--- src/rtl/aska_mch_npg_if.sv ---
// rtl/aska_mch_npg_if.sv - register write port bundle for aska_mch_npg
//
// Signals:
//   cfg_we     one-cycle register write strobe
//   cfg_addr   word address = ch*4 + word
//   cfg_wdata  32-bit write data
// Modports: master drives the write port (SPI front end / bench), slave receives it.
interface aska_mch_npg_if #(
    parameter int N_CH = 2
) ();
    localparam int ADDR_W = $clog2(N_CH) + 2;

    logic              cfg_we;
    logic [ADDR_W-1:0] cfg_addr;
    logic [31:0]       cfg_wdata;

    modport master (output cfg_we, cfg_addr, cfg_wdata);
    modport slave  (input  cfg_we, cfg_addr, cfg_wdata);
endinterface

--- src/rtl/aska_mch_npg.sv ---
// rtl/aska_mch_npg.sv - multi-channel biphasic neuromuscular pulse generator
//
// N_CH channels with independent period, amplitude, ramp and ON/OFF cycling
// share one H-bridge and DAC through a round-robin arbiter.
// Optional macro: ASKA_INTERPHASE_EN inserts a PW_UNIT-cycle gap between phases.
//
// Ports:
//   clk            system clock
//   reset          synchronous active-high reset
//   cfg            register write port (aska_mch_npg_if.slave)
//   up_switches    P-switch enables
//   down_switches  N-switch enables
//   DAC            current amplitude code, non-zero only during the phases
//   pulse_active   high for the whole pulse (PHASE1 through PHASE2)
//   active_ch      channel being pulsed, 0 when idle
//   overrun        sticky per-channel missed-pulse flags, cleared by a word1 write
module aska_mch_npg #(
    parameter int N_CH     = 2,
    parameter int ELEC_NUM = 8,
    parameter int DAC_W    = 6,
    parameter int PW_UNIT  = 1
) (
    input  logic                                     clk,
    input  logic                                     reset,
    aska_mch_npg_if.slave                            cfg,
    output logic [ELEC_NUM-1:0]                      up_switches,
    output logic [ELEC_NUM-1:0]                      down_switches,
    output logic [DAC_W-1:0]                         DAC,
    output logic                                     pulse_active,
    output logic [(N_CH > 1 ? $clog2(N_CH) : 1)-1:0] active_ch,
    output logic [N_CH-1:0]                          overrun
);
    localparam int CH_W   = (N_CH > 1) ? $clog2(N_CH) : 1;
    localparam int ADDR_W = $clog2(N_CH) + 2;

    typedef enum logic [1:0] {S_IDLE, S_PHASE1, S_INTER, S_PHASE2} state_t;

    // configuration registers
    logic [11:0]         freq_r [N_CH];
    logic [DAC_W-1:0]    amp_r  [N_CH];
    logic [9:0]          rf_r   [N_CH];
    logic [2:0]          pd_r   [N_CH];
    logic [7:0]          on_r   [N_CH];
    logic [9:0]          off_r  [N_CH];
    logic [ELEC_NUM-1:0] an_r   [N_CH];
    logic [ELEC_NUM-1:0] ca_r   [N_CH];
    logic [N_CH-1:0]     en_r;

    // per-channel timing state
    logic [11:0]     cnt     [N_CH];
    logic [9:0]      per_cnt [N_CH];
    logic [13:0]     acc     [N_CH];
    logic [N_CH-1:0] off_mode;
    logic [N_CH-1:0] pending;

    logic [N_CH-1:0] wr_sel, wr_w1, en, fire, new_win, off_nx, req;
    logic [9:0]      per_nx [N_CH];

    // arbiter / shadow / FSM
    logic                gnt_vld;
    logic [CH_W-1:0]     gnt_ch;
    logic [CH_W-1:0]     rr_ptr;
    logic [13:0]         acc_base, acc_sat;
    logic [14:0]         acc_sum;
    logic [9:0]          ramp_amp;
    logic [DAC_W-1:0]    amp_used;
    logic [15:0]         gnt_len;
    state_t              state, state_nx;
    logic [15:0]         ph_cnt, ph_cnt_nx;
    logic [ELEC_NUM-1:0] sh_an, sh_ca;
    logic [DAC_W-1:0]    sh_amp;
    logic [15:0]         sh_len;
    logic [CH_W-1:0]     sh_ch;

    logic unused_wdata;
    assign unused_wdata = ^cfg.cfg_wdata;

    // Write decode, channel enable and ON/OFF window bookkeeping.
    // A period boundary is cnt==0 while enabled; the window state tells
    // whether that boundary issues a pulse request.
    always_comb begin
        for (int i = 0; i < N_CH; i++) begin
            wr_sel[i]  = cfg.cfg_we && ((cfg.cfg_addr >> 2) == ADDR_W'(i));
            wr_w1[i]   = wr_sel[i] && (cfg.cfg_addr[1:0] == 2'd1);
            en[i]      = en_r[i] && (freq_r[i] >= 12'd2);
            fire[i]    = 1'b0;
            new_win[i] = 1'b0;
            off_nx[i]  = off_mode[i];
            per_nx[i]  = per_cnt[i];
            if (en[i] && cnt[i] == 12'd0) begin
                if (!off_mode[i]) begin
                    if (on_r[i] == 8'd0) begin
                        fire[i] = 1'b1;
                    end else if (per_cnt[i] < {2'b00, on_r[i]}) begin
                        fire[i]   = 1'b1;
                        per_nx[i] = per_cnt[i] + 10'd1;
                    end else if (off_r[i] == 10'd0) begin
                        fire[i]    = 1'b1;
                        new_win[i] = 1'b1;
                        per_nx[i]  = 10'd1;
                    end else begin
                        off_nx[i] = 1'b1;
                        per_nx[i] = 10'd1;
                    end
                end else begin
                    if (per_cnt[i] < off_r[i]) begin
                        per_nx[i] = per_cnt[i] + 10'd1;
                    end else begin
                        off_nx[i]  = 1'b0;
                        fire[i]    = 1'b1;
                        new_win[i] = 1'b1;
                        per_nx[i]  = 10'd1;
                    end
                end
            end
            // A fresh boundary is granted in the same cycle it occurs, which
            // gives the two-cycle write-to-PHASE1 latency.
            req[i] = en[i] && (fire[i] || pending[i]);
        end
    end

    // Circular search starting at the channel after the last grant.
    always_comb begin
        int idx;
        gnt_vld = 1'b0;
        gnt_ch  = '0;
        idx     = 0;
        if (state == S_IDLE) begin
            for (int k = 0; k < N_CH; k++) begin
                idx = int'(rr_ptr) + k;
                if (idx >= N_CH) idx = idx - N_CH;
                if (!gnt_vld && req[CH_W'(idx)]) begin
                    gnt_vld = 1'b1;
                    gnt_ch  = CH_W'(idx);
                end
            end
        end
    end

    // Ramp step for the granted channel; a window start in the same cycle
    // restarts the ramp from zero before the step.
    always_comb begin
        acc_base = new_win[gnt_ch] ? 14'd0 : acc[gnt_ch];
        acc_sum  = {1'b0, acc_base} + {5'd0, rf_r[gnt_ch]};
        acc_sat  = acc_sum[14] ? 14'h3fff : acc_sum[13:0];
        ramp_amp = acc_sat[13:4];
        if (rf_r[gnt_ch] == 10'd0)
            amp_used = amp_r[gnt_ch];
        else if ({6'd0, ramp_amp} < 16'(amp_r[gnt_ch]))
            amp_used = DAC_W'(ramp_amp);
        else
            amp_used = amp_r[gnt_ch];
        gnt_len = 16'((pd_r[gnt_ch] == 3'd0) ? 3'd1 : pd_r[gnt_ch]) * 16'(PW_UNIT);
    end

    always_ff @(posedge clk) begin
        if (reset) begin
            for (int i = 0; i < N_CH; i++) begin
                freq_r[i]  <= '0;
                amp_r[i]   <= '0;
                rf_r[i]    <= '0;
                pd_r[i]    <= '0;
                on_r[i]    <= '0;
                off_r[i]   <= '0;
                an_r[i]    <= '0;
                ca_r[i]    <= '0;
                cnt[i]     <= '0;
                per_cnt[i] <= '0;
                acc[i]     <= '0;
            end
            en_r     <= '0;
            off_mode <= '0;
            pending  <= '0;
            overrun  <= '0;
        end else begin
            for (int i = 0; i < N_CH; i++) begin
                if (wr_sel[i]) begin
                    case (cfg.cfg_addr[1:0])
                        2'd0: begin
                            freq_r[i] <= cfg.cfg_wdata[11:0];
                            amp_r[i]  <= cfg.cfg_wdata[12 +: DAC_W];
                            rf_r[i]   <= cfg.cfg_wdata[27:18];
                            pd_r[i]   <= cfg.cfg_wdata[30:28];
                        end
                        2'd1: begin
                            on_r[i]  <= cfg.cfg_wdata[7:0];
                            off_r[i] <= cfg.cfg_wdata[17:8];
                            en_r[i]  <= cfg.cfg_wdata[18];
                        end
                        2'd2:    an_r[i] <= cfg.cfg_wdata[ELEC_NUM-1:0];
                        default: ca_r[i] <= cfg.cfg_wdata[ELEC_NUM-1:0];
                    endcase
                end
                // Disabled channels hold all counters cleared so that the
                // next enable starts a fresh ON window with an empty ramp.
                if (!en[i]) begin
                    cnt[i]      <= '0;
                    per_cnt[i]  <= '0;
                    acc[i]      <= '0;
                    off_mode[i] <= 1'b0;
                    pending[i]  <= 1'b0;
                end else begin
                    cnt[i]      <= (cnt[i] >= freq_r[i] - 12'd1) ? 12'd0 : cnt[i] + 12'd1;
                    per_cnt[i]  <= per_nx[i];
                    off_mode[i] <= off_nx[i];
                    if (gnt_vld && gnt_ch == CH_W'(i)) begin
                        acc[i]     <= acc_sat;
                        pending[i] <= 1'b0;
                    end else begin
                        if (new_win[i]) acc[i] <= '0;
                        pending[i] <= pending[i] | fire[i];
                    end
                end
                overrun[i] <= wr_w1[i] ? 1'b0 : (overrun[i] | (fire[i] & pending[i]));
            end
        end
    end

    always_ff @(posedge clk) begin
        if (reset) begin
            state  <= S_IDLE;
            ph_cnt <= '0;
            rr_ptr <= '0;
            sh_an  <= '0;
            sh_ca  <= '0;
            sh_amp <= '0;
            sh_len <= '0;
            sh_ch  <= '0;
        end else begin
            state  <= state_nx;
            ph_cnt <= ph_cnt_nx;
            if (gnt_vld) begin
                rr_ptr <= (int'(gnt_ch) == N_CH - 1) ? '0 : gnt_ch + CH_W'(1);
                sh_an  <= an_r[gnt_ch];
                sh_ca  <= ca_r[gnt_ch];
                sh_amp <= amp_used;
                sh_len <= gnt_len;
                sh_ch  <= gnt_ch;
            end
        end
    end

    always_comb begin
        state_nx      = state;
        ph_cnt_nx     = ph_cnt + 16'd1;
        up_switches   = '0;
        down_switches = '0;
        DAC           = '0;
        pulse_active  = (state != S_IDLE);
        active_ch     = (state != S_IDLE) ? sh_ch : '0;
        case (state)
            S_IDLE: begin
                ph_cnt_nx = '0;
                if (gnt_vld) state_nx = S_PHASE1;
            end
            S_PHASE1: begin
                up_switches   = sh_an & ~sh_ca;
                down_switches = sh_ca & ~sh_an;
                DAC           = sh_amp;
                if (ph_cnt == sh_len - 16'd1) begin
                    ph_cnt_nx = '0;
`ifdef ASKA_INTERPHASE_EN
                    state_nx  = S_INTER;
`else
                    state_nx  = S_PHASE2;
`endif
                end
            end
            S_INTER: begin
                if (ph_cnt == 16'(PW_UNIT - 1)) begin
                    ph_cnt_nx = '0;
                    state_nx  = S_PHASE2;
                end
            end
            default: begin
                up_switches   = sh_ca & ~sh_an;
                down_switches = sh_an & ~sh_ca;
                DAC           = sh_amp;
                if (ph_cnt == sh_len - 16'd1) begin
                    ph_cnt_nx = '0;
                    state_nx  = S_IDLE;
                end
            end
        endcase
    end
endmodule

--- src/flat_wrapper.sv ---
// flat-port wrapper written by rule: the top's interface ports become plain ports
module aska_mch_npg_flat 
#(
    parameter int N_CH     = 2,
    parameter int ELEC_NUM = 8,
    parameter int DAC_W    = 6,
    parameter int PW_UNIT  = 1
)
  (clk, reset, up_switches, down_switches, DAC, pulse_active, active_ch, overrun, cfg_cfg_we, cfg_cfg_addr, cfg_cfg_wdata);
  aska_mch_npg_if #(.N_CH(N_CH)) cfg_i ();
  input  logic clk;
  input  logic reset;
  output logic [ELEC_NUM-1:0] up_switches;
  output logic [ELEC_NUM-1:0] down_switches;
  output logic [DAC_W-1:0] DAC;
  output logic pulse_active;
  output logic [(N_CH > 1 ? $clog2(N_CH) : 1)-1:0] active_ch;
  output logic [N_CH-1:0] overrun;
  input wire logic [$bits(cfg_i.cfg_we)-1:0] cfg_cfg_we;
  input wire logic [$bits(cfg_i.cfg_addr)-1:0] cfg_cfg_addr;
  input wire logic [$bits(cfg_i.cfg_wdata)-1:0] cfg_cfg_wdata;
  assign cfg_i.cfg_we = cfg_cfg_we;
  assign cfg_i.cfg_addr = cfg_cfg_addr;
  assign cfg_i.cfg_wdata = cfg_cfg_wdata;
  aska_mch_npg #(.N_CH(N_CH), .ELEC_NUM(ELEC_NUM), .DAC_W(DAC_W), .PW_UNIT(PW_UNIT)) u_core (.clk(clk), .reset(reset), .cfg(cfg_i), .up_switches(up_switches), .down_switches(down_switches), .DAC(DAC), .pulse_active(pulse_active), .active_ch(active_ch), .overrun(overrun));
endmodule
--- config.mk ---
export PLATFORM = sky130hd
export DESIGN_NAME = aska_mch_npg_flat
export DESIGN_NICKNAME = d
export VERILOG_FILES = /design/src/rtl/aska_mch_npg_if.sv /design/src/rtl/aska_mch_npg.sv /design/src/flat_wrapper.sv
export SDC_FILE = /design/constraint.sdc
export NUM_CORES = 1
export LEC_CHECK = 0
export CAP_MARGIN = 20
export CORE_MARGIN = 5
export CORE_UTILIZATION = 65
export CTS_BUF_LIST = sky130_fd_sc_hd__clkbuf_8 sky130_fd_sc_hd__clkbuf_16
export CTS_CLUSTER_SIZE = 16
export DETAILED_ROUTE_END_ITERATION = 8
export MAX_ROUTING_LAYER = met4
export PLACE_DENSITY = 0.87
export SLEW_MARGIN = 10
export SYNTH_ARGS = -nofsm -noshare
export SYNTH_HDL_FRONTEND = slang
export SYNTH_SLANG_ARGS = --single-unit
--- constraint.sdc ---
create_clock -name clk -period 10.75 [get_ports clk]
set_input_delay 2.15 -clock clk [delete_from_list [all_inputs] [get_ports clk]]
set_output_delay 2.15 -clock clk [all_outputs]
set_load 0.05 [all_outputs]
==> flow_summary.json, run 1 <==
{
  "outcome": "finished, final reports clean",
  "cts_num_sinks": 255,
  "hold_viol": 0,
  "ys_ff_latch": 255,
  "clk_pin_slew_ns": 0.06,
  "critPathKind": "register to register",
  "synth_area_leader_cell": "edfxtp_1",
  "final_core_util_pct": 74.6,
  "cts_tree": "built",
  "cts_buffer_depth": 3,
  "synth_common_cells": "edfxtp_1 (202), nor2_1 (148), nand2_1 (107)",
  "maxSlewHeadroom_pct": 37.2,
  "first_global_vias": 10000,
  "yosysUniqueCellTypes": 71,
  "wl_mm": 30.3,
  "irDropWorstVdd_mv": 0.144,
  "grt_use_met3_pct": 3.44,
  "fin_crit_ns": 7.69,
  "r2r-start": "u_core.per_cnt[0][7]",
  "first_pass_iters": 6,
  "diodes": 0,
  "rows": 53,
  "die_area_um2": 23900,
  "antenna_found_initial": 0,
  "critPathRequiredTime_ns": 11.15,
  "globalRouteTotalUtil_pct": 25.8,
  "pwr-share-comb_pct": 8.4,
  "fmax_mhz": 130,
  "die_h_um": 155,
  "p_int_mw": 1.77,
  "postCtsHoldBufs": 0,
  "wl_per_cell_um": 18.3,
  "grt_max_degree": 41,
  "drtIter0Drc": 869,
  "yosysSeqAreaShare_pct": 52.4,
  "layout.nets": 1488,
  "fp.dieW_um": 155,
  "finalSetupTns_ns": 0,
  "hold_depth": 2,
  "io_pins": 64,
  "use_met2_pct": 44.2,
  "synth_fa_ha_area_share_pct": 8.43,
  "syn_area_um2": 13600,
  "gp_congestion": 0.884,
  "rsz0062_at_grt": "false",
  "coreArea_um2": 20800,
  "p_clk_share_pct": 42.0,
  "cp_max_fo": 40,
  "reg2reg_to": "u_core.sh_amp[3]",
  "clk_latency_ns": 0.53,
  "numCtsBuffers": 26,
  "dr_total_vias": 9994,
  "grt-busiest-layer": "met2",
  "vias_per_cell": 6.04,
  "areaGrowthSynthToFinish_pct": 14.3,
  "grt_use_met1_pct": 32.4,
  "async_flop_share_pct": 0,
  "cp_common_cell": "a21oi_1",
  "synth_area_leaders": "edfxtp_1 (45%), ha_1 (8.3%), dfxtp_1 (7.8%), nor2_1 (4.1%), and2_1 (3.4%)",
  "muxShareOfSynthArea_pct": 2.57,
  "dp_hpwl_mm": 21.4,
  "switching_share_pct": 22.8,
  "ctsResizeCount": 0,
  "cts_htree_levels": 1,
  "worst_pin_slew_ns": 0.916,
  "slowest_delay_ns": 0.65,
  "r2r_cells": 28,
  "p_sw_mw": 0.523,
  "start_util_pct": 65.3,
  "io_buffers": 62,
  "drive_gt1_share_pct": 5.37,
  "drv_cap": 0,
  "synth_top_family_by_area": "simple AND/OR/NAND/NOR gates",
  "slew_viol_final": 0,
  "crit_slowest_cell": "a21oi_1",
  "cts_setup_buffers": 0,
  "synth_xor_area_share_pct": 5.09,
  "yosysWarnings": 0,
  "rrSetupSlack_ns": 3.06,
  "synth_ff_type": "edfxtp_1",
  "overflow": 0,
  "syn_inst": 1270,
  "critical_path.endpoint_type": "register",
  "clock-root-buffer": "clkbuf_16",
  "hold_end": "u_core.sh_ch",
  "synth-edff-count": 202,
  "fin_crit_sh_pct": 71.5,
  "power_frac_seq_pct": 49.7,
  "arrival_ns": 8.09,
  "skew_ns": 0.0160,
  "drc": 0,
  "synth.most_common_cell": "edfxtp_1",
  "ant_nets": 0,
  "synth.avg_cell_area_um2": 10.7,
  "power.density_nw_per_um2": 147,
  "synth_compound_area_share_pct": 8.96,
  "worstHoldStart": "u_core.sh_ch",
  "grt_pass1_wl_mm": 49.3,
  "finalSetupViolCount": 0,
  "hp-class": "register to register",
  "p_leak_nw": 6.19,
  "synth-simple-area-share_pct": 19.5,
  "setup.worst_path.start_class": "register",
  "synth_top_area_share_pct": 44.6
}
-- power groups by stage --
stage | logic (mW) | registers (mW) | clock network, mW
after floorplan | 0.128 | 1.15 | 0
after detailed placement | 0.188 | 1.16 | 0
after global routing | 0.212 | 1.14 | 1.01
after global placement | 0.178 | 1.16 | 0
final | 0.191 | 1.14 | 0.962
after CTS | 0.190 | 1.14 | 0.967
-- through the flow --
stage          hold WS [ns]  cells  area (um2)  power [mW]  setup slack [ns]
2_1_floorplan         0.432   1293       13700        1.28              4.36
3_3_place_gp          0.440   1602       14600        1.33              3.35
3_5_place_dp          0.451   1606       14600        1.35              3.23
4_1_cts               0.459   1654       15500        2.30              3.19
5_1_grt               0.488   1654       15500        2.36              2.40
6_report              0.461   1654       15500        2.29              3.06
-- cell type report --
| cell class | instances | area [um2] |
|---|---|---|
| timing repair buffer | 75 | 708 |
| tap | 275 | 344 |
| multi-input combinational | 930 | 6180 |
| fill | 1391 | 5280 |
| inverter | 71 | 267 |
| clock inverter | 19 | 216 |
| clock buffer | 29 | 703 |
| sequential | 255 | 7130 |
-- registers in the layout, summed over array words and instances (netlist names), 3 cells and up --
register / count
u_core.acc: 28
u_core.freq_r: 24
u_core.rf_r: 20
u_core.pd_r: 6
u_core.sh_an: 8
u_core.on_r: 16
u_core.sh_ca: 8
u_core.ph_cnt: 16
u_core.per_cnt: 20
u_core.off_r: 20
u_core.an_r: 16
u_core.amp_r: 12
u_core.sh_len: 3
u_core.cnt: 24
u_core.sh_amp: 6
u_core.ca_r: 16
-- worst max-delay path by stage --
stage,start,to,slack [ns],cells past startpoint
after floorplan,u_core.per_cnt[0][7],u_core.sh_amp[5],4.36,32
after detailed placement,u_core.off_r[0][5],u_core.sh_amp[0],3.23,25
after global routing,u_core.off_r[0][6],u_core.sh_amp[1],2.40,25
after CTS,u_core.per_cnt[0][7],u_core.sh_amp[0],3.19,26
after global placement,u_core.off_r[0][5],u_core.sh_amp[1],3.35,25
final,u_core.per_cnt[0][7],u_core.sh_amp[3],3.06,28
-- cells by family after synthesis --
logic type / after synthesis
AND/OR/NAND/NOR: 529
flip-flops: 255
AO/OA/AOI/OAI: 173
buffers and inverters: 108
adder cells (fa/ha/maj): 91
XOR/XNOR: 79
multiplexers: 34
other: 1
-- critical path: cells and delay by family (launching register included) --
kind,cells,cell delay [ns]
compound gates,14,3.55
simple gates,7,1.74
fa+ha+maj,4,1.20
flops,1,0.49
mux,1,0.43
buf+inv,2,0.15
-- per-layer routing --
layer | wire length, um | vias up
met3 | 2160 | 66
met2 | 15000 | 396
met5 | 0 | -
met1 | 12400 | 4799
li1 | - | 4733
met4 | 767 | 0
-- cells in the final DEF, fill, tap and decap left out, types with 47 or more instances in the layout --
cell type / n
inv_1: 78
ha_1: 90
dfxtp_1: 53
xor2_1: 47
clkdlybuf4s50_1: 62
nor2_1: 148
nand2_1: 107
edfxtp_1: 202
nand3_1: 57
and2_1: 74
(Power assumes the default switching activity.)
==> inputs of run 2 (changes only) <==
CORE_UTILIZATION = 55   (was 65)
PLACE_DENSITY = 0.79   (was 0.87)
clock period = 6.65 ns   (was 10.75 ns; I/O delays follow)
==> flow_summary.json, run 2 (same netlist as run 1, synthesis figures left out) <==
{
  "numCtsBuffers": 28,
  "wl_per_cell_um": 17.7,
  "rows": 57,
  "cp_max_fo": 10,
  "fmax_mhz": 158,
  "instances_no_fill": 1714,
  "drive_gt1_share_pct": 6.62,
  "antenna_found_initial": 1,
  "areaGrowthSynthToFinish_pct": 16.5,
  "r2r-start": "u_core.per_cnt[0][7]",
  "fin_hold_ws_ns": 0.458,
  "critPathCapture": "u_core.sh_amp[4]",
  "path_delay_family": "compound AO/OA/AOI/OAI gates",
  "clk_pin_slew_ns": 0.06,
  "drv_cap": 0,
  "die_area_um2": 28000,
  "gp_congestion": 0.959,
  "totalPowerFinal_mw": 3.92,
  "clk_latency_ns": 0.56,
  "cts_tree": "built",
  "setup.worst_path.start_class": "register",
  "grt_pass1_wl_mm": 49.0,
  "final_cell_mix": "edfxtp_1 (202), nor2_1 (147), nand2_1 (107)",
  "fin_crit_ns": 6.34,
  "io_buffers": 62,
  "largest_register_ffs": 28,
  "drc": 0,
  "largestRegisters": "u_core.acc (28), u_core.cnt (24), u_core.freq_r (24)",
  "power.density_nw_per_um2": 248,
  "place_inst": 1659,
  "fin_crit_sh_pct": 95.4,
  "layout.nets": 1497,
  "slowest_delay_ns": 0.57,
  "irDropWorstVdd_mv": 0.159,
  "finalSetupViolCount": 0,
  "grt_max_degree": 40,
  "wl_mm": 30.4,
  "cp_common_cell": "a21oi_1",
  "clock-root-buffer": "clkbuf_16",
  "skew_ns": 0.0340,
  "final_core_util_pct": 65.2,
  "first_global_vias": 9556,
  "hp-class": "register to register",
  "io_pins": 64,
  "outcome": "finished, final reports clean",
  "start_util_pct": 55.9,
  "postCtsHoldBufs": 0,
  "critical_path.endpoint_type": "register",
  "first_pass_iters": 5,
  "placed_cell_area_um2": 14700,
  "critPathKind": "register to register",
  "reg2reg_to": "u_core.sh_amp[4]",
  "dp_hpwl_mm": 21.8,
  "cp.depth": 29,
  "multi_input_area_um2": 6200,
  "slew_viol_final": 0,
  "hold_viol": 0,
  "seq_area_um2": 7130,
  "critPathRequiredTime_ns": 7.05,
  "worst_pin_slew_ns": 0.946,
  "largest-register": "u_core.acc",
  "r2r_cells": 29,
  "cp.buffers_inverters": 3,
  "crit_slowest_cell": "or4_1",
  "overflow": 0,
  "die_h_um": 167,
  "dr_total_vias": 9765,
  "maxSlewHeadroom_pct": 36.8,
  "crit_start": "u_core.per_cnt[0][7]",
  "final_common_cell": "edfxtp_1",
  "cts_num_sinks": 255,
  "nFillCells": 1856,
  "drtIter0Drc": 640,
  "cts_htree_levels": 1,
  "design_area_um2": 15800,
  "ant_nets": 0,
  "fp.dieW_um": 167,
  "vias_per_cell": 5.70,
  "coreArea_um2": 24300,
  "globalRouteTotalUtil_pct": 22.0,
  "p_leak_nw": 6.27,
  "cts_buffer_depth": 3,
  "arrival_ns": 6.75,
  "rrSetupSlack_ns": 0.31
}
-- run 2: worst min path at each step --
stage	endpoint	cells past startpoint	start	slack, ns
floorplan	u_core.sh_ch	2	u_core.sh_ch	0.43
global placement	u_core.sh_ch	2	u_core.sh_ch	0.44
detailed placement	u_core.sh_ch	2	u_core.sh_ch	0.45
CTS	u_core.sh_ch	2	u_core.sh_ch	0.46
global route	u_core.sh_ch	2	u_core.sh_ch	0.47
finish	u_core.sh_ch	2	u_core.sh_ch	0.46
-- run 2: power breakdown --
group / switching, mW / total, mW / internal (mW)
logic: 0.190 / 0.312 / 0.122
clock network: 0.634 / 1.77 / 1.14
registers: 0.0515 / 1.84 / 1.79
total: 0.875 / 3.92 / 3.05
-- run 2: cell type report --
type	count	area share, %
diodes	1	0.0158
clock buffers	30	4.60
clock inverters	21	2.16
inverters	71	1.68
multi-input cells	930	39.1
flip-flops and latches	255	45.0
well taps	324	2.56
repair buffers	82	4.90
-- run 2: repair_timing --
action	CTS	global route
setup buffers	0	2
pin swaps	0	2
hold endpoints to repair	0	0
setup endpoints to repair	6	6
gates resized for setup	1	7
-- run 2: layer usage --
metal	routed length, um	GRT usage (%)
met1	13000	28.8
met2	14500	35.6
met3	2030	3.89
met4	879	6.18
met5	0	-
-- run 2: per-stage QoR --
step / setup WS, ns / setup TNS (ns)
3_5_place_dp: -0.0331 / -0.0932
3_3_place_gp: 0.275 / 0
5_1_grt: -0.0462 / -0.191
6_report: 0.307 / 0
4_1_cts: 0.0447 / 0
2_1_floorplan: 0.261 / 0
-- run 2: worst reg2reg max path: cells and delay by family (launching register included) --
kind	cells	cell delay, ns
mux	1	0.22
compound gates	14	2.38
flops	1	0.50
buf+inv	3	0.38
fa+ha+maj	4	1.06
simple gates	7	1.64
